File: config.mk
export PLATFORM = sky130hd
export DESIGN_NAME = mem_arbiter_flat
export DESIGN_NICKNAME = d
export VERILOG_FILES = /design/src/rtl/mem_arb_pkg.sv /design/src/rtl/mem_arbiter_if.sv /design/src/rtl/mem_arbiter_rr_pick2.sv /design/src/rtl/mem_arbiter.sv /design/src/flat_wrapper.sv
export SDC_FILE = /design/constraint.sdc
export NUM_CORES = 1
export LEC_CHECK = 0
export ABC_AREA = 1
export CAP_MARGIN = 10
export CORE_MARGIN = 2
export CORE_UTILIZATION = 39
export DETAILED_ROUTE_END_ITERATION = 8
export GPL_TIMING_DRIVEN = 0
export PLACE_DENSITY = 0.92
export SLEW_MARGIN = 10
export SYNTH_ARGS = -nofsm -noshare
export SYNTH_HDL_FRONTEND = slang
export SYNTH_HIERARCHICAL = 1
export SYNTH_SLANG_ARGS = --single-unit
export TNS_END_PERCENT = 10
File: constraint.sdc
create_clock -name clk -period 2.2 [get_ports clk]
set_input_delay 0.22 -clock clk [delete_from_list [all_inputs] [get_ports clk]]
set_output_delay 0.22 -clock clk [all_outputs]
set_load 0.01 [all_outputs]
File: src/rtl/mem_arb_pkg.sv
// Shared types for the two-requester unified memory port arbiter.
package mem_arb_pkg;

    // Arbiter FSM states, 2-bit encoding.
    typedef enum logic [1:0] {
        ST_IDLE   = 2'd0,
        ST_ISSUE  = 2'd1,
        ST_WAIT_R = 2'd2,
        ST_RESP   = 2'd3
    } state_t;

    // Requester identifiers; also the encoding of last_grant.
    typedef enum logic {
        REQ_IF = 1'b0,
        REQ_D  = 1'b1
    } req_id_t;

    // A fetch is misaligned when it does not point at a word boundary.
    function automatic logic is_misaligned(input logic [1:0] lsb);
        return lsb != 2'b00;
    endfunction

endpackage

File: src/rtl/mem_arbiter_if.sv
// Bundle of fetch, data and downstream memory handshakes around the arbiter.
interface mem_arbiter_if #(
    parameter int ADDR_W = 32,
    parameter int DATA_W = 32
);
    localparam int STRB_W = DATA_W / 8;

    // Fetch side
    logic              if_req;
    logic [ADDR_W-1:0] if_addr;
    logic              if_gnt;
    logic              if_rvalid;
    logic [DATA_W-1:0] if_rdata;
    logic              if_err;
    // Load/store side
    logic              d_req;
    logic              d_we;
    logic [ADDR_W-1:0] d_addr;
    logic [DATA_W-1:0] d_wdata;
    logic [STRB_W-1:0] d_wstrb;
    logic              d_gnt;
    logic              d_rvalid;
    logic [DATA_W-1:0] d_rdata;
    // Downstream memory port
    logic              mem_req;
    logic              mem_we;
    logic [ADDR_W-1:0] mem_addr;
    logic [DATA_W-1:0] mem_wdata;
    logic [STRB_W-1:0] mem_wstrb;
    logic              mem_gnt;
    logic              mem_rvalid;
    logic [DATA_W-1:0] mem_rdata;

    // Arbiter view: accepts upstream requests, drives the memory port.
    modport slave (
        input  if_req, if_addr,
        output if_gnt, if_rvalid, if_rdata, if_err,
        input  d_req, d_we, d_addr, d_wdata, d_wstrb,
        output d_gnt, d_rvalid, d_rdata,
        output mem_req, mem_we, mem_addr, mem_wdata, mem_wstrb,
        input  mem_gnt, mem_rvalid, mem_rdata
    );

    // Environment view: requesters and memory model.
    modport master (
        output if_req, if_addr,
        input  if_gnt, if_rvalid, if_rdata, if_err,
        output d_req, d_we, d_addr, d_wdata, d_wstrb,
        input  d_gnt, d_rvalid, d_rdata,
        input  mem_req, mem_we, mem_addr, mem_wdata, mem_wstrb,
        output mem_gnt, mem_rvalid, mem_rdata
    );

endinterface

File: src/rtl/mem_arbiter_rr_pick2.sv
// Combinational two-way round-robin pick; the last_grant flop lives in the parent.
module rr_pick2
    import mem_arb_pkg::*;
(
    input  logic    req_if,
    input  logic    req_d,
    input  req_id_t last_grant,
    output logic    gnt_if,
    output logic    gnt_d
);

    // A lone requester wins; on a tie the side opposite last_grant wins.
    assign gnt_if = req_if && (!req_d || (last_grant == REQ_D));
    assign gnt_d  = req_d  && (!req_if || (last_grant == REQ_IF));

endmodule

File: src/rtl/mem_arbiter.sv
// Shares one memory port between fetch and load/store, one transaction at a time,
// round-robin on ties; misaligned fetches are answered with an error, no memory access.
module mem_arbiter
    import mem_arb_pkg::*;
#(
    parameter int ADDR_W = 32,
    parameter int DATA_W = 32
) (
    input  logic          clk,
    input  logic          rst,
    mem_arbiter_if.slave  bus
);

    localparam int STRB_W = DATA_W / 8;

    state_t            state, state_nxt;
    req_id_t           last_grant;
    req_id_t           cap_id;
    logic              cap_we;
    logic              cap_err;
    logic [ADDR_W-1:0] cap_addr;
    logic [DATA_W-1:0] cap_wdata;
    logic [DATA_W-1:0] cap_rdata;
    logic [STRB_W-1:0] cap_wstrb;

    logic pick_if, pick_d;
    logic win, win_misaligned;

    rr_pick2 u_pick (
        .req_if     (bus.if_req),
        .req_d      (bus.d_req),
        .last_grant (last_grant),
        .gnt_if     (pick_if),
        .gnt_d      (pick_d)
    );

    assign win            = (state == ST_IDLE) && (pick_if || pick_d);
    assign win_misaligned = (state == ST_IDLE) && pick_if && is_misaligned(bus.if_addr[1:0]);

    // The downstream payload comes straight from the capture registers, so it
    // cannot move while ISSUE is stalled on mem_gnt.
    assign bus.mem_we    = cap_we;
    assign bus.mem_addr  = cap_addr;
    assign bus.mem_wdata = cap_wdata;
    assign bus.mem_wstrb = cap_wstrb;

    // State register.
    always_ff @(posedge clk or negedge rst) begin
        if (!rst) begin
            state <= ST_IDLE;
        end else begin
            // NOTE: flops use non-blocking assignment so every register samples
            // the pre-edge values, independent of statement order.
            state <= state_nxt;
        end
    end

    // Next-state decode plus grant, response and memory-request outputs.
    always_comb begin
        // NOTE: every output gets a default first so no path leaves one unassigned
        // (which would infer a latch).
        state_nxt     = state;
        bus.if_gnt    = 1'b0;
        bus.d_gnt     = 1'b0;
        bus.if_rvalid = 1'b0;
        bus.if_rdata  = '0;
        bus.if_err    = 1'b0;
        bus.d_rvalid  = 1'b0;
        bus.d_rdata   = '0;
        bus.mem_req   = 1'b0;
        case (state)
            ST_IDLE: begin
                bus.if_gnt = pick_if;
                bus.d_gnt  = pick_d;
                if (pick_if || pick_d) begin
                    state_nxt = win_misaligned ? ST_RESP : ST_ISSUE;
                end
            end
            ST_ISSUE: begin
                bus.mem_req = 1'b1;
                if (bus.mem_gnt) begin
                    state_nxt = cap_we ? ST_RESP : ST_WAIT_R;
                end
            end
            ST_WAIT_R: begin
                if (bus.mem_rvalid) begin
                    state_nxt = ST_RESP;
                end
            end
            ST_RESP: begin
                if (cap_id == REQ_IF) begin
                    bus.if_rvalid = 1'b1;
                    bus.if_rdata  = cap_rdata;
                    bus.if_err    = cap_err;
                end else begin
                    bus.d_rvalid = 1'b1;
                    bus.d_rdata  = cap_rdata;
                end
                state_nxt = ST_IDLE;
            end
            default: state_nxt = ST_IDLE;
        endcase
    end

    // Capture the winner's request at grant time and the read data on return.
    always_ff @(posedge clk or negedge rst) begin
        if (!rst) begin
            // NOTE: capture registers are reset too, because they drive the
            // mem_* outputs directly and those must read 0 out of reset.
            last_grant <= REQ_D;
            cap_id     <= REQ_IF;
            cap_we     <= 1'b0;
            cap_err    <= 1'b0;
            cap_addr   <= '0;
            cap_wdata  <= '0;
            cap_rdata  <= '0;
            cap_wstrb  <= '0;
        end else if (win) begin
            last_grant <= pick_if ? REQ_IF : REQ_D;
            cap_id     <= pick_if ? REQ_IF : REQ_D;
            cap_we     <= pick_d && bus.d_we;
            cap_err    <= win_misaligned;
            cap_addr   <= pick_if ? bus.if_addr : bus.d_addr;
            cap_wdata  <= pick_d ? bus.d_wdata : '0;
            cap_wstrb  <= pick_d ? bus.d_wstrb : '0;
            cap_rdata  <= '0;
        end else if ((state == ST_WAIT_R) && bus.mem_rvalid) begin
            cap_rdata  <= bus.mem_rdata;
        end
    end

endmodule

File: src/flat_wrapper.sv
// flat-port wrapper written by rule: the top's interface ports become plain ports
module mem_arbiter_flat import mem_arb_pkg::*;
#(
    parameter int ADDR_W = 32,
    parameter int DATA_W = 32
)
  (clk, rst, bus_if_req, bus_if_addr, bus_if_gnt, bus_if_rvalid, bus_if_rdata, bus_if_err, bus_d_req, bus_d_we, bus_d_addr, bus_d_wdata, bus_d_wstrb, bus_d_gnt, bus_d_rvalid, bus_d_rdata, bus_mem_req, bus_mem_we, bus_mem_addr, bus_mem_wdata, bus_mem_wstrb, bus_mem_gnt, bus_mem_rvalid, bus_mem_rdata);
  mem_arbiter_if #(.ADDR_W(ADDR_W), .DATA_W(DATA_W)) bus_i ();
  input  logic clk;
  input  logic rst;
  input wire logic [$bits(bus_i.if_req)-1:0] bus_if_req;
  input wire logic [$bits(bus_i.if_addr)-1:0] bus_if_addr;
  output wire logic [$bits(bus_i.if_gnt)-1:0] bus_if_gnt;
  output wire logic [$bits(bus_i.if_rvalid)-1:0] bus_if_rvalid;
  output wire logic [$bits(bus_i.if_rdata)-1:0] bus_if_rdata;
  output wire logic [$bits(bus_i.if_err)-1:0] bus_if_err;
  input wire logic [$bits(bus_i.d_req)-1:0] bus_d_req;
  input wire logic [$bits(bus_i.d_we)-1:0] bus_d_we;
  input wire logic [$bits(bus_i.d_addr)-1:0] bus_d_addr;
  input wire logic [$bits(bus_i.d_wdata)-1:0] bus_d_wdata;
  input wire logic [$bits(bus_i.d_wstrb)-1:0] bus_d_wstrb;
  output wire logic [$bits(bus_i.d_gnt)-1:0] bus_d_gnt;
  output wire logic [$bits(bus_i.d_rvalid)-1:0] bus_d_rvalid;
  output wire logic [$bits(bus_i.d_rdata)-1:0] bus_d_rdata;
  output wire logic [$bits(bus_i.mem_req)-1:0] bus_mem_req;
  output wire logic [$bits(bus_i.mem_we)-1:0] bus_mem_we;
  output wire logic [$bits(bus_i.mem_addr)-1:0] bus_mem_addr;
  output wire logic [$bits(bus_i.mem_wdata)-1:0] bus_mem_wdata;
  output wire logic [$bits(bus_i.mem_wstrb)-1:0] bus_mem_wstrb;
  input wire logic [$bits(bus_i.mem_gnt)-1:0] bus_mem_gnt;
  input wire logic [$bits(bus_i.mem_rvalid)-1:0] bus_mem_rvalid;
  input wire logic [$bits(bus_i.mem_rdata)-1:0] bus_mem_rdata;
  assign bus_i.if_req = bus_if_req;
  assign bus_i.if_addr = bus_if_addr;
  assign bus_if_gnt = bus_i.if_gnt;
  assign bus_if_rvalid = bus_i.if_rvalid;
  assign bus_if_rdata = bus_i.if_rdata;
  assign bus_if_err = bus_i.if_err;
  assign bus_i.d_req = bus_d_req;
  assign bus_i.d_we = bus_d_we;
  assign bus_i.d_addr = bus_d_addr;
  assign bus_i.d_wdata = bus_d_wdata;
  assign bus_i.d_wstrb = bus_d_wstrb;
  assign bus_d_gnt = bus_i.d_gnt;
  assign bus_d_rvalid = bus_i.d_rvalid;
  assign bus_d_rdata = bus_i.d_rdata;
  assign bus_mem_req = bus_i.mem_req;
  assign bus_mem_we = bus_i.mem_we;
  assign bus_mem_addr = bus_i.mem_addr;
  assign bus_mem_wdata = bus_i.mem_wdata;
  assign bus_mem_wstrb = bus_i.mem_wstrb;
  assign bus_i.mem_gnt = bus_mem_gnt;
  assign bus_i.mem_rvalid = bus_mem_rvalid;
  assign bus_i.mem_rdata = bus_mem_rdata;
  mem_arbiter #(.ADDR_W(ADDR_W), .DATA_W(DATA_W)) u_core (.clk(clk), .rst(rst), .bus(bus_i));
endmodule
==> metrics.yaml <==
die:
  boundaryPins: 278
  rows: 41
  initial_core_util_pct: 39.6
  die_w_um: 117
  fp.dieH_um: 117
  fp.dieArea_um2: 13600
  core_um2: 12500
placed_design:
  post-place-ws_ns: -0.200
  gp_congestion: 0.858
  place_area_um2: 7980
  dp_hpwl_um: 12400
  placed_cells: 1081
  io_buffers: 277
cells_and_area:
  nets: 1068
  drive_gt1_share_pct: 7.44
  fin_util_pct: 67.0
  area.growth.synth_to_final_pct: 69.1
  finalNonFillerCells: 1100
  fin_area_um2: 8390
  antennaDiodeCount: 0
setup_path:
  crit_path_end_kind: "output pin"
  criticalPathCategory: "flip-flop to output pin"
  startpoint_type: "flip-flop"
  cp.required_ns: 1.98
  cp_max_fo: 10
  timing.rr.start: "u_core/state[0]"
  worst_r2r_path_depth: 7
  crit_buf_inv: 2
  r2r_end: "u_core/bus.mem_wdata[20]"
  worstPathArrival_ns: 1.91
  cp_cell_sequence: "ha_2, nand2_4, clkbuf_8, nor2_1, clkdlybuf4s50_1"
  critPathSlowestCell: "clkdlybuf4s50_1"
  crit_cells: 5
  cp_slowest_stage_delay_ns: 0.56
  reg2reg_slack_ns: 0.49
  path_delay_family: "buffers and inverters"
detailed_routing:
  first_pass_iters: 4
  detail_route.wl_per_cell_um: 14.5
  drtAntennaViolNets: 0
  routed_wl_um: 16000
  viasPerCell: 4.62
  vias: 5078
  drt-initial-drc-count: 342
  drc: 0
sta:
  period_share_pct: 96.8
  drv_slew: 0
  maxSlewHeadroom_pct: 66.1
  finalHoldViolations: 0
  period_minus_slack_ns: 2.13
  fmaxAchievable_mhz: 470
  tns_ns: 0
  holdWs_ns: 0.390
  setup_viol: 0
  tightest_slew_ns: 0.508
  skew_ns: 0.00700
  worst_slack_ns: 0.0714
grt:
  grt_max_degree: 56
  grt_pass1_wl_um: 24500
  grt.overflow.total: 0
  grtUsageTotal_pct: 23.4
  grt_pass1_vias: 4983
  antenna_found_initial: 0
synthesis:
  post-synth-top-area-fraction_pct: 53.0
  synth.area.top_cells: "dfrtp_1, nand2_1, o21ai_0"
  synth-seq-area-share_pct: 53.5
  synth_flop_cell: "dfrtp_1"
  syn_area_um2: 4960
  yosysMostFrequentCell: "nand2_1"
  netlist_instances: 631
  ys_ff_latch: 106
  synthTopCellsByCount: "nand2_1, dfrtp_1, o21ai_0"
  syn_avg_cell_area_um2: 7.86
  yosysUniqueCellTypes: 19
  syn_nets: 776
  ys_warn_count: 6
  yosysTopAreaCell: "dfrtp_1"
  async_reset_ff_share_pct: 100
  synth_edf_count: 0
power:
  power.density_nw_per_um2: 1130
  finalPower_mw: 9.51
  p_leak_nw: 4.15
  max-vdd-ir-drop_mv: 0.549
clock_network:
  path_clk_slew_ns: 0.07
  numCtsBuffers: 9
  cts_root_buf: "clkbuf_16"
  clockBufferDepth: 2
  cts_max_level: 3
  cts.sinks: 106
  clk_latency_ns: 0.33
  cts_tree: "done"
status:
  status: "complete, no violations"
worst_hold_path:
  min_path_type: "input pin to asynchronous set/reset pin"
run:
  max_cap_viol_count: 0
==> how the worst max path moves through the flow <==
stage                         start                  endpoint  slack [ns]
floorplan           u_core/state[0]          bus_if_rdata[10]        0.68
global placement                rst  u_core/bus.mem_wdata[19]       -3.05
detailed placement  u_core/state[0]           bus_d_rdata[27]       -0.20
CTS                 u_core/state[1]                 bus_d_gnt       -0.09
global route        u_core/state[1]           bus_d_rdata[15]      -0.001
finish              u_core/state[1]            bus_d_rdata[1]        0.07
==> cell usage in the layout (no fill, tap or decap), types with 4 or more instances in the layout <==
cell,count
clkdlybuf4s50_1,235
nand2_1,191
dfrtp_1,104
o21ai_0,82
inv_1,78
nor2_1,64
nand3_1,35
dlygate4sd2_1,33
o21ai_1,17
buf_2,14
clkbuf_16,9
buf_6,9
dlymetal6s2s_1,8
buf_4,8
clkbuf_1,6
clkbuf_8,4
nor2_2,4
ha_1,4
==> cell families (layout without fill, tap and decap cells) <==
logic type,Yosys count,after routing,synth area share (%)
compound gates,102,102,10.5
fa+ha+maj,6,6,1.51
simple gates,298,298,23.6
buf+inv,119,416,10.9
flops,106,106,53.5
==> metal layers <==
metal	wire (um)	vias to the layer above	track usage, %
met5	0	-	0
met4	255	0	9.57
met3	1230	18	5.72
met1	6530	2358	27.6
met2	7970	184	40.9
li1	-	2518	-
==> layout make-up <==
class	count	area, um^2
Fill cell	1056	4130
Clock inverter	4	97.6
Inverter	82	310
Tap cell	172	215
Clock buffer	12	256
Multi-Input combinational cell	406	1790
Buffer	37	262
Timing Repair Buffer	281	2810
Sequential cell	106	2660
==> registers in the layout (all words and copies together) (netlist names), 2 cells and up <==
register / cells
u_core/bus.mem_addr: 32
u_core/state: 2
u_core/cap_rdata: 32
u_core/bus.mem_wdata: 32
u_core/bus.mem_wstrb: 4
==> power breakdown <==
part	internal [mW]	switching, mW
logic	2.09	2.36
clock network	1.18	0.694
registers	2.79	0.403
==> timing repair <==
| action | CTS | global route |
|---|---|---|
| gates resized for setup | 53 | 12 |
| endpoints found under the hold margin | 54 | 0 |
| setup buffers | 2 | 0 |
| endpoints found under the setup margin | 65 | 29 |
| hold buffers | 1 | 0 |
Note: power is estimated with default switching activity, not from simulation.
